<file path="src/rtl/serial_pkg.sv">
// Shared definitions for the serial link: FSM states, line levels and a width helper.
// The transmitter uses this package, and the receiver uses it as well.
package serial_pkg;

    typedef enum logic [1:0] {
        IDLE  = 2'b00,
        START = 2'b01,
        DATA  = 2'b10,
        STOP  = 2'b11
    } tx_state_t;

    localparam logic LINE_IDLE = 1'b1;
    localparam logic START_BIT = 1'b0;
    localparam logic STOP_BIT  = 1'b1;

    // Bits needed to count 0..n-1, never less than one.
    function automatic int cnt_width(input int n);
        return (n <= 1) ? 1 : $clog2(n);
    endfunction

endpackage

</file>
<file path="src/rtl/bit_timer.sv">
// Modulo-CLKS_PER_BIT counter. It ticks during the last clock of each serial bit period.
// The transmitter and the receiver both use this counter.
module bit_timer
    import serial_pkg::*;
#(
    parameter int CLKS_PER_BIT = 4
) (
    input  logic clk,
    input  logic reset,
    input  logic clear,
    input  logic enable,
    output logic tick
);

    localparam int CW = cnt_width(CLKS_PER_BIT);
    localparam logic [CW-1:0] LAST = CW'(CLKS_PER_BIT - 1);

    logic [CW-1:0] count;

    always_ff @(posedge clk or posedge reset) begin
        if (reset) begin
            count <= '0;
        end else if (clear) begin
            count <= '0;
        end else if (enable) begin
            count <= (count == LAST) ? '0 : count + CW'(1);
        end
    end

    assign tick = enable && !clear && (count == LAST);

endmodule

</file>
<file path="src/rtl/serial_tx.sv">
// Frame transmitter: a start bit, then DATA_W data bits with the LSB first, then a stop bit.
// Each bit is held for CLKS_PER_BIT clocks. tx, ready and done all come straight from registers.
module serial_tx
    import serial_pkg::*;
#(
    parameter int DATA_W       = 8,
    parameter int CLKS_PER_BIT = 4
) (
    input  logic              clk,
    input  logic              reset,
    input  logic [DATA_W-1:0] din,
    input  logic              load,
    output logic              ready,
    output logic              tx,
    output logic              done,
    output tx_state_t         state
);

    localparam int IW = cnt_width(DATA_W);
    localparam logic [IW-1:0] LAST_BIT = IW'(DATA_W - 1);

    logic [DATA_W-1:0] shift;
    logic [DATA_W-1:0] shift_next;
    logic [IW-1:0]     bit_idx;
    logic              tick;

    assign shift_next = shift >> 1;

    // The timer is held at zero in IDLE, so every frame starts on a full bit period.
    bit_timer #(
        .CLKS_PER_BIT(CLKS_PER_BIT)
    ) u_bit_timer (
        .clk    (clk),
        .reset  (reset),
        .clear  (state == IDLE),
        .enable (state != IDLE),
        .tick   (tick)
    );

    always_ff @(posedge clk or posedge reset) begin
        if (reset) begin
            state   <= IDLE;
            shift   <= '0;
            bit_idx <= '0;
            tx      <= LINE_IDLE;
            ready   <= 1'b1;
            done    <= 1'b0;
        end else begin
            done <= 1'b0;
            case (state)
                IDLE: begin
                    if (load) begin
                        shift <= din;
                        state <= START;
                        tx    <= START_BIT;
                        ready <= 1'b0;
                    end
                end
                START: begin
                    if (tick) begin
                        state   <= DATA;
                        tx      <= shift[0];
                        bit_idx <= '0;
                    end
                end
                DATA: begin
                    if (tick) begin
                        if (bit_idx == LAST_BIT) begin
                            state <= STOP;
                            tx    <= STOP_BIT;
                        end else begin
                            shift   <= shift_next;
                            tx      <= shift_next[0];
                            bit_idx <= bit_idx + IW'(1);
                        end
                    end
                end
                STOP: begin
                    // The stop bit and the IDLE level are the same, so tx does not glitch here.
                    if (tick) begin
                        state <= IDLE;
                        tx    <= LINE_IDLE;
                        ready <= 1'b1;
                        done  <= 1'b1;
                    end
                end
                default: begin
                    state <= IDLE;
                    tx    <= LINE_IDLE;
                    ready <= 1'b1;
                end
            endcase
        end
    end

endmodule

</file>
<file path="config.mk">
export PLATFORM = sky130hd
export DESIGN_NAME = serial_tx
export DESIGN_NICKNAME = d
export VERILOG_FILES = /design/src/rtl/serial_pkg.sv /design/src/rtl/bit_timer.sv /design/src/rtl/serial_tx.sv
export SDC_FILE = /design/constraint.sdc
export NUM_CORES = 1
export LEC_CHECK = 0
export CAP_MARGIN = 20
export CORE_MARGIN = 8
export CORE_UTILIZATION = 52
export DETAILED_ROUTE_END_ITERATION = 7
export PLACE_DENSITY = 0.78
export SLEW_MARGIN = 20
export SYNTH_ARGS = -nofsm -noshare
export SYNTH_HDL_FRONTEND = slang
export SYNTH_SLANG_ARGS = --single-unit
</file>
<file path="constraint.sdc">
create_clock -name clk -period 2.2 [get_ports clk]
set_clock_uncertainty 0.1 [all_clocks]
set_input_delay 0.22 -clock clk [delete_from_list [all_inputs] [get_ports clk]]
set_output_delay 0.22 -clock clk [all_outputs]
set_load 0.02 [all_outputs]
</file>
# After elaboration in Yosys (flattened, before gate mapping)
# Index checks and enable logic that the tools add are counted.
# word_totals
reg_bits	18
latchBits	0
ram_bits	0
rom_bits	0
in_bits	11
out_inout_bits	5
wordCells	60
mem_count	0
# classes
n_addsub	2
mul	0
div	0
order_cmp	0
n_eq_ne	11
shift	0
muxes	26
bitwise_logic	0
reduce_logical	14
# op_table
operator	count
$mux 8	3
$mux 2	8
$pmux 8 s2	1
$ne 2x2->1 const B	6
$reduce_and 4->1	3
$reduce_bool 2->1	5
$mux 3	3
$pmux 2 s4	1
$mux 1	7
$eq 2x2->1 const B	3
$pmux 3 s2	1
$reduce_and 5->1	1
$pmux 1 s4	1
$add 3x1->3 const B	1
$eq 3x3->1 const B	1
$reduce_and 3->1	1
$add 2x1->2 const B	1
$eq 2x1->1 const B	1
$logic_and 1x1->1	2
$logic_not 2->1	1
$pmux 1 s2	1
$logic_not 1->1	1

# Depth between registers and ports, before layout
# Gate-level depths: netlist of run 1.
# depth
depth_word	6
depth_mapped	6
ltp_nobuf	5

# By module
# Synthesis of run 1 repeated with hierarchy kept, for this count alone.
# hier_totals
hier_cells	86
hier_area_um2	1007.2
# modules_own_cells
mod	instances	cells_each	area_per_inst_um2	seq_area_each_um2
serial_tx	1	75	895.9	402.9
bit_timer	1	11	111.4	50.0

# Worst setup path after synthesis of run 1
# OpenSTA, ideal clock, no wires.
# synth_path
path_kind	register to register
from	reg state[0]
to	reg state[1]
setup_time_ns	0.122
arrival_ns	1.662
required_time_ns	1.978
slack_ns	0.316
path_stages_with_launch	7
n_path_buf	1
synth_period_minus_slack_ns	1.884
cell_sequence	dfrtp_1 inv_1 ha_1 buf_6 or3_4 a2bb2oi_1 a32o_1
# synth_between
elab_chain_cells	6
elab_cells_between_ends	15
cone_classes	eq/ne (8); mux (1); reduce/logical (6)
# synth_lines
item	line	source
start: declaration	serial_tx.sv:16	output tx_state_t state
start signal: assignment	serial_tx.sv:42	state <= IDLE;
start signal: assignment	serial_tx.sv:54	state <= START;
start signal: assignment	serial_tx.sv:61	state <= DATA;
$logic_not 2->1	serial_tx.sv:35, serial_tx.sv:50	
$logic_not 1->1	bit_timer.sv:30	assign tick = enable && !clear && (count == LAST);
$logic_and 1x1->1 (2 in series)	bit_timer.sv:30	
$ne 2x2->1 (no line)	-	
$reduce_and 5->1 (no line)	-	
# Several ways; a longest one is shown, not always the timed one.
# A chain may end at the register's enable or synchronous reset.

# Final worst setup path of run 1
# layout_path
from	reg state[0]
to	reg shift[2]
# layout_between
elab_chain_cells	6
elab_cells_between_ends	12
cone_classes	eq/ne (4); mux (1); reduce/logical (7)
# layout_lines
item	line	source
$logic_not 2->1	serial_tx.sv:35, serial_tx.sv:50	
$logic_not 1->1	bit_timer.sv:30	
$logic_and 1x1->1 (2 in series)	bit_timer.sv:30	
$ne 2x2->1 (no line)	-	
$reduce_and 4->1 (no line)	-	
end signal: assignment	serial_tx.sv:53	shift <= din;
end signal: assignment	serial_tx.sv:72	shift <= shift_next;
end: declaration	serial_tx.sv:22	logic [DATA_W-1:0] shift;
# Several ways; a longest one is shown, not always the timed one.

==> results.md, run 1 <==
* Max Cap Viol at 0
* Cells after Synth at 84
* Setup total negative slack at 0 ps
* Simple-Gate Fraction of Synth Area at 0.104
* Arrival time worst endpoint at 2080 ps
* WP data required at ~2300 ps
* TritonCTS Buffers at 3
* Die width at 60.4 microns
* Die area at between 0.003 and 0.004 sq mm
* Worst setup EP type: flip-flop
* Pins Over Slew Limit at 0
* Avg Synthesized Cell Area at 12.2 sq um
* FMAX at 499 MHz
* Final period utilization at 0.911
* DRC at 0
* Global-route wire length before repair at 3.19 mm
* Post-place instance area at 0.00120 sq mm
* Syn_nets at 103
* Grt ovf at 0
* HP Class: in2async
* Startpoint types: flip-flop
* Starting density of the core at 0.539
* Synth Register Bits at 18
* Pin slew with the least headroom to its limit at 667 ps
* PostCTS Resize Cnt at 0
* Adder-Cell Fraction of Synth Area at 0.0977
* # IOs at 16
* Tmin final at about 2000 ps
* Final wirelength at 1.81 mm
* Pwr Total at ~1.7 mW
* PwrDens at 1400 mW/mm^2
* Final nets at approximately 120
* Detail Route Antenna Nets at 0
* Cell area after synthesis at slightly above 0.001 sq mm
* Post-synthesis cell type count at 29
* Largest net degree at the start of global routing at 19
* GP Congestion at around 0.83
* Post-Synth XOR/XNOR Area at 0
* Clock Path Buffers at 2
* Register area share after synthesis at 0.442
* Slew HR at 0.544
* Vias in the first global route at roughly 730
* Initial antenna violation count at 0
* Setup Buffers After CTS at 0
* Clk Tree Root Cell: clkbuf_4
* CTS tree: yes
* Synth Area in Compound Gates at 0.150
* First-iteration detailed-routing DRC count at 7
* Yosys warning total at 0
* DR vias/cell at around 5.4
* Hold Buf Count CTS at 0
* P_leak at roughly 0.51 nW
* Clock tree sinks at 18
* Status: finished, final reports clean
* Worst ir drop on vdd at slightly above 0.0008 V
* Core Box Area at 0.00190 sq mm
* Pre-antenna DRT Iters at 4
* Largest family of logic cells by synthesized area: multiplexers
* Hold Vio Cnt, Final at 0
* DR vias at ~700
* Later-pin clock latency in the skew report at ~300 ps
* All-layer global routing usage at 0.115
* Post-DP HPWL at around 1.4 mm
* H-tree Lvls at 1
* RSZ-0062 raised after global routing: no
* CP Max Fanout at 11
* Layout area overhead at 19.7%
* Fraction of synthesized area in multiplexers at 0.165
* # port buffers at 15
* Setup violators final at 0
* Worst-path clk slew at 110 ps
* Ant. Diodes at 0
* FP Rows at 16
* Crit path kind: reg2reg
* Fin area at 0.00123 sq mm
* Fraction of layout cells with a size suffix above 1 at 0.245
* WL per Instance at 14.1 microns
* Chip height at between 60 and 70 microns
==> cell usage after synthesis <==
library cell	count	area share
o21ai_0	4	0.020
and2b_1	1	0.0073
and2_1	1	0.0061
buf_6	1	0.011
nor3_1	1	0.0049
dfstp_2	2	0.051
inv_1	5	0.018
a21oi_1	1	0.0049
a2111oi_0	1	0.0085
nor2b_1	2	0.012
nor2_1	3	0.011
a221oi_2	1	0.015
o21bai_1	1	0.0073
a2bb2oi_1	1	0.0085
dfrtp_1	16	0.39
o22ai_4	1	0.020
nor3b_1	2	0.015
ha_1	8	0.098
buf_2	1	0.0049
mux2_2	15	0.16
nand4b_1	1	0.0085
a32o_1	1	0.0098
nand2b_1	4	0.024
or3_4	1	0.011
buf_4	1	0.0073
a22oi_1	1	0.0073
o21a_1	1	0.0073
nand2_1	1	0.0037
a22o_1	5	0.043
==> routing by layer <==
metal | part of all wire | GRT usage | wire [microns]
met4 | 0.015 | 0.0408 | 27
met2 | 0.50 | 0.189 | 915
met3 | 0.029 | 0.0339 | 53
met5 | 0 | 0 | 0
met1 | 0.45 | 0.140 | 819
==> cells in the final DEF (no fill, tap or decap), types with 2 or more instances in the layout <==
cell type,count
inv_1,5
dfstp_2,2
ha_1,8
o21ai_0,4
nor2_1,3
mux2_2,15
dfrtp_1,16
nand2b_1,4
nor2b_1,2
a22o_1,5
clkdlybuf4s50_1,15
buf_4,2
nor3b_1,2
clkbuf_4,3
==> registers in the layout, summed over array words and instances (netlist names) <==
register,cells
ready,1
done,1
bit_idx,3
state,2
u_bit_timer.count,2
shift,8
tx,1
==> stage by stage <==
| stage | util | std cells | hold WS (ps) | worst slack (ps) |
|---|---|---|---|---|
| 6_report | 0.645 | 129 | 209 | 195 |
| 5_1_grt | 0.645 | 129 | 293 | 70.3 |
| 4_1_cts | 0.645 | 129 | 239 | 180 |
| 3_5_place_dp | 0.631 | 125 | 324 | 194 |
| 2_1_floorplan | - | 84 | 57.1 | 316 |
| 3_3_place_gp | 0.631 | 125 | 325 | 263 |
==> cells by family after synthesis <==
logic type,count (synthesis)
AOI/OAI and AO/OA,18
DFF,18
and+or+nand+nor,17
muxes,15
buffers and inverters,8
adders and majority gates,8
==> cell type report <==
class | instances | area (sq um)
clock buffers | 4 | 26.3
fillers | 162 | 676
inverters | 5 | 18.8
multi-input cells | 58 | 529
flip-flops and latches | 18 | 453
well taps | 27 | 33.8
repair buffers | 17 | 165
==> worst paths after layout <==
kind                                           start                    to  slack, ps  depth (start not counted)
max in group asynchronous                      reset              state[0]       1350                          2
worst min register to register  u_bit_timer.count[0]  u_bit_timer.count[0]        330                          1
worst max-delay path                        state[0]              shift[2]        200                          5
worst max register to register              state[0]              shift[2]        200                          5
worst min-delay path                           reset              shift[5]        210                          2
min in group clk                u_bit_timer.count[0]  u_bit_timer.count[0]        330                          1
==> worst max-delay path, stage by stage (launching register included) <==
cell and delay, ps:
dfrtp_1 430, inv_1 110, ha_1 390, nand2_1 170, o22ai_4 310, mux2_2 380
==> power breakdown <==
group | internal [mW] | total, mW | switching (mW)
clock network | 0.0705 | 0.173 | 0.102
logic | 0.524 | 0.962 | 0.438
registers | 0.487 | 0.577 | 0.0896
(Power assumes the default switching activity.)
==> run 2, diff against run 1 <==
CAP_MARGIN = 10   (was 20)
REMOVE_ABC_BUFFERS = 1   (was default)
==> results.md, run 2 (same netlist as run 1, synthesis figures left out) <==
* Status: finished, final reports clean (unchanged)
* CP Max Fanout at 11 (unchanged)
* Chip height at 60.4 microns (unchanged)
* FMAX at 498 MHz (was 499 MHz)
* Most used cell, CP: mux2_2
* RSZ-0062 raised after global routing: no (unchanged)
* FP Rows at 16 (unchanged)
* Later-pin clock latency in the skew report at 300 ps (about the same)
* # IOs at 16 (unchanged)
* Largest net degree at the start of global routing at 19 (unchanged)
* H-tree Lvls at 1 (unchanged)
* Worst setup EP type: flip-flop (unchanged)
* Max Cap Viol at 0 (unchanged)
* Post-DP HPWL at 1.43 mm (was 1.40 mm)
* Worst path max stage delay at 430 ps (about the same)
* HP Class: in2async (unchanged)
* Vias in the first global route at 733 (was 729)
* Pin slew with the least headroom to its limit at 703 ps (was 667 ps)
* Final nets at 121 (was 122)
* Clk Tree Root Cell: clkbuf_4 (unchanged)
* TritonCTS Buffers at 3 (unchanged)
* Top Family by Delay on Critical Path: multiplexers (was flip-flops)
* Initial antenna violation count at 0 (unchanged)
* P_leak at 0.513 nW (was 0.512 nW)
* All-layer global routing usage at 0.115 (about the same)
* Crit-path cells: inv_1 > ha_1 > buf_4 > mux2_2 > mux2_2 (was inv_1 > ha_1 > nand2_1 > o22ai_4 > mux2_2)
* Fraction of layout cells with a size suffix above 1 at 0.248 (was 0.245)
* Max reg flops at 8 (unchanged)
* Final period utilization at 0.912 (was 0.911)
* CTS tree: yes (unchanged)
* Regs by FF count: shift (8), bit_idx (3) (unchanged)
* WL per Instance at 14.4 microns (was 14.1 microns)
* Starting density of the core at 0.539 (unchanged)
* Arrival time worst endpoint at 2090 ps (was 2080 ps)
* # port buffers at 15 (unchanged)
* Ant. Diodes at 0 (unchanged)
* Pins Over Slew Limit at 0 (unchanged)
* Clock tree sinks at 18 (unchanged)
* GP Congestion at 0.766 (was 0.834)
* Layout area overhead at 19.9% (was 19.7%)
* Final wirelength at 1.84 mm (was 1.81 mm)
* DRC at 0 (unchanged)
* PwrDens at 1410 mW/mm^2 (was 1400 mW/mm^2)
* Tmin final at 2010 ps (was 2000 ps)
* Slowest-stage cell, CP: dfrtp_1 (unchanged)
* DR vias at 688 (was 698)
* First-iteration detailed-routing DRC count at 4 (was 7)
* Worst-path clk slew at 110 ps (about the same)
* WP data required at 2290 ps (was 2280 ps)
* Pwr Total at 1.73 mW (was 1.71 mW)
* DR vias/cell at 5.38 (was 5.41)
* Highest-count cells in the layout ignoring fill and taps: dfrtp_1 (16), mux2_2 (15), clkdlybuf4s50_1 (15) (unchanged)
* PostCTS Resize Cnt at 0 (unchanged)
* Grt ovf at 0 (unchanged)
* Setup Buffers After CTS at 0 (unchanged)
* Top reg by flops: shift (unchanged)
* Global-route wire length before repair at 3.09 mm (was 3.19 mm)
* Startpoint types: flip-flop (unchanged)
* Hold Buf Count CTS at 0 (unchanged)
* Die area at 0.00365 sq mm (unchanged)
* Clock Path Buffers at 2 (unchanged)
* Core Box Area at 0.00190 sq mm (unchanged)
* Pre-antenna DRT Iters at 4 (unchanged)
* Worst Path Buf+Inv at 2 (was 1)
* Worst ir drop on vdd at 0.000764 V (was 0.000805 V)
* Detail Route Antenna Nets at 0 (unchanged)
* Commonest non-fill, non-tap cell in the layout: dfrtp_1 (unchanged)
* Die width at 60.4 microns (unchanged)
* Slew HR at 0.531 (was 0.544)
* Setup violators final at 0 (unchanged)
* Hold Vio Cnt, Final at 0 (unchanged)
* Setup total negative slack at 0 ps (unchanged)
* Crit path kind: reg2reg (unchanged)
## run 2: cell count changes in the layout (fill, tap and decap cells not counted)
cell      before  now
buf_4          2    1
clkbuf_1       1    0
clkbuf_8       0    1
## run 2: cell type report
cell class / count / area, sq um
Timing Repair Buffer: 16 / 158
Inverter: 5 / 18.8
Sequential cell: 18 / 453
Clock buffer: 4 / 36.3
Tap cell: 27 / 33.8
Multi-Input combinational cell: 58 / 529
Fill cell: 166 / 673
## run 2: worst paths after layout
path	slack [ps]	start	depth (start not counted)	endpoint
setup / recovery	190	state[0]	5	shift[4]
hold / removal	220	reset	2	u_bit_timer.count[1]
setup reg to reg	190	state[0]	5	shift[4]
hold reg to reg	350	u_bit_timer.count[0]	1	u_bit_timer.count[0]
max in group asynchronous	1330	reset	2	shift[1]
min in group clk	350	u_bit_timer.count[0]	1	u_bit_timer.count[0]
## run 2: worst register-to-register path, stage by stage, from the launching register on
cell and delay [ps]:
dfrtp_1 430, inv_1 110, ha_1 390, buf_4 250
mux2_2 350, mux2_2 270
## run 2: power breakdown
part | switching, mW | internal [mW] | total [mW]
combinational | 0.428 | 0.513 | 0.941
sequential | 0.0942 | 0.487 | 0.581
clock | 0.107 | 0.101 | 0.208
total | 0.630 | 1.10 | 1.73
## run 2: through the flow
stage               hold slack, ps  utilization  cells  setup WS, ps  cell area (sq um)
floorplan                     57.1            -     81           147               1000
global route                   291        0.646    128          54.8               1230
CTS                            241        0.646    128           196               1230
global placement               317        0.627    124           243               1190
detailed placement             336        0.627    124           215               1190
finish                         219        0.646    128           193               1230
## run 2: layer usage
metal	track usage	vias up	routed length [microns]
li1	-	336	-
met1	0.130	332	867
met2	0.197	14	882
met3	0.0212	6	55
met4	0.0680	0	33
met5	0	-	0
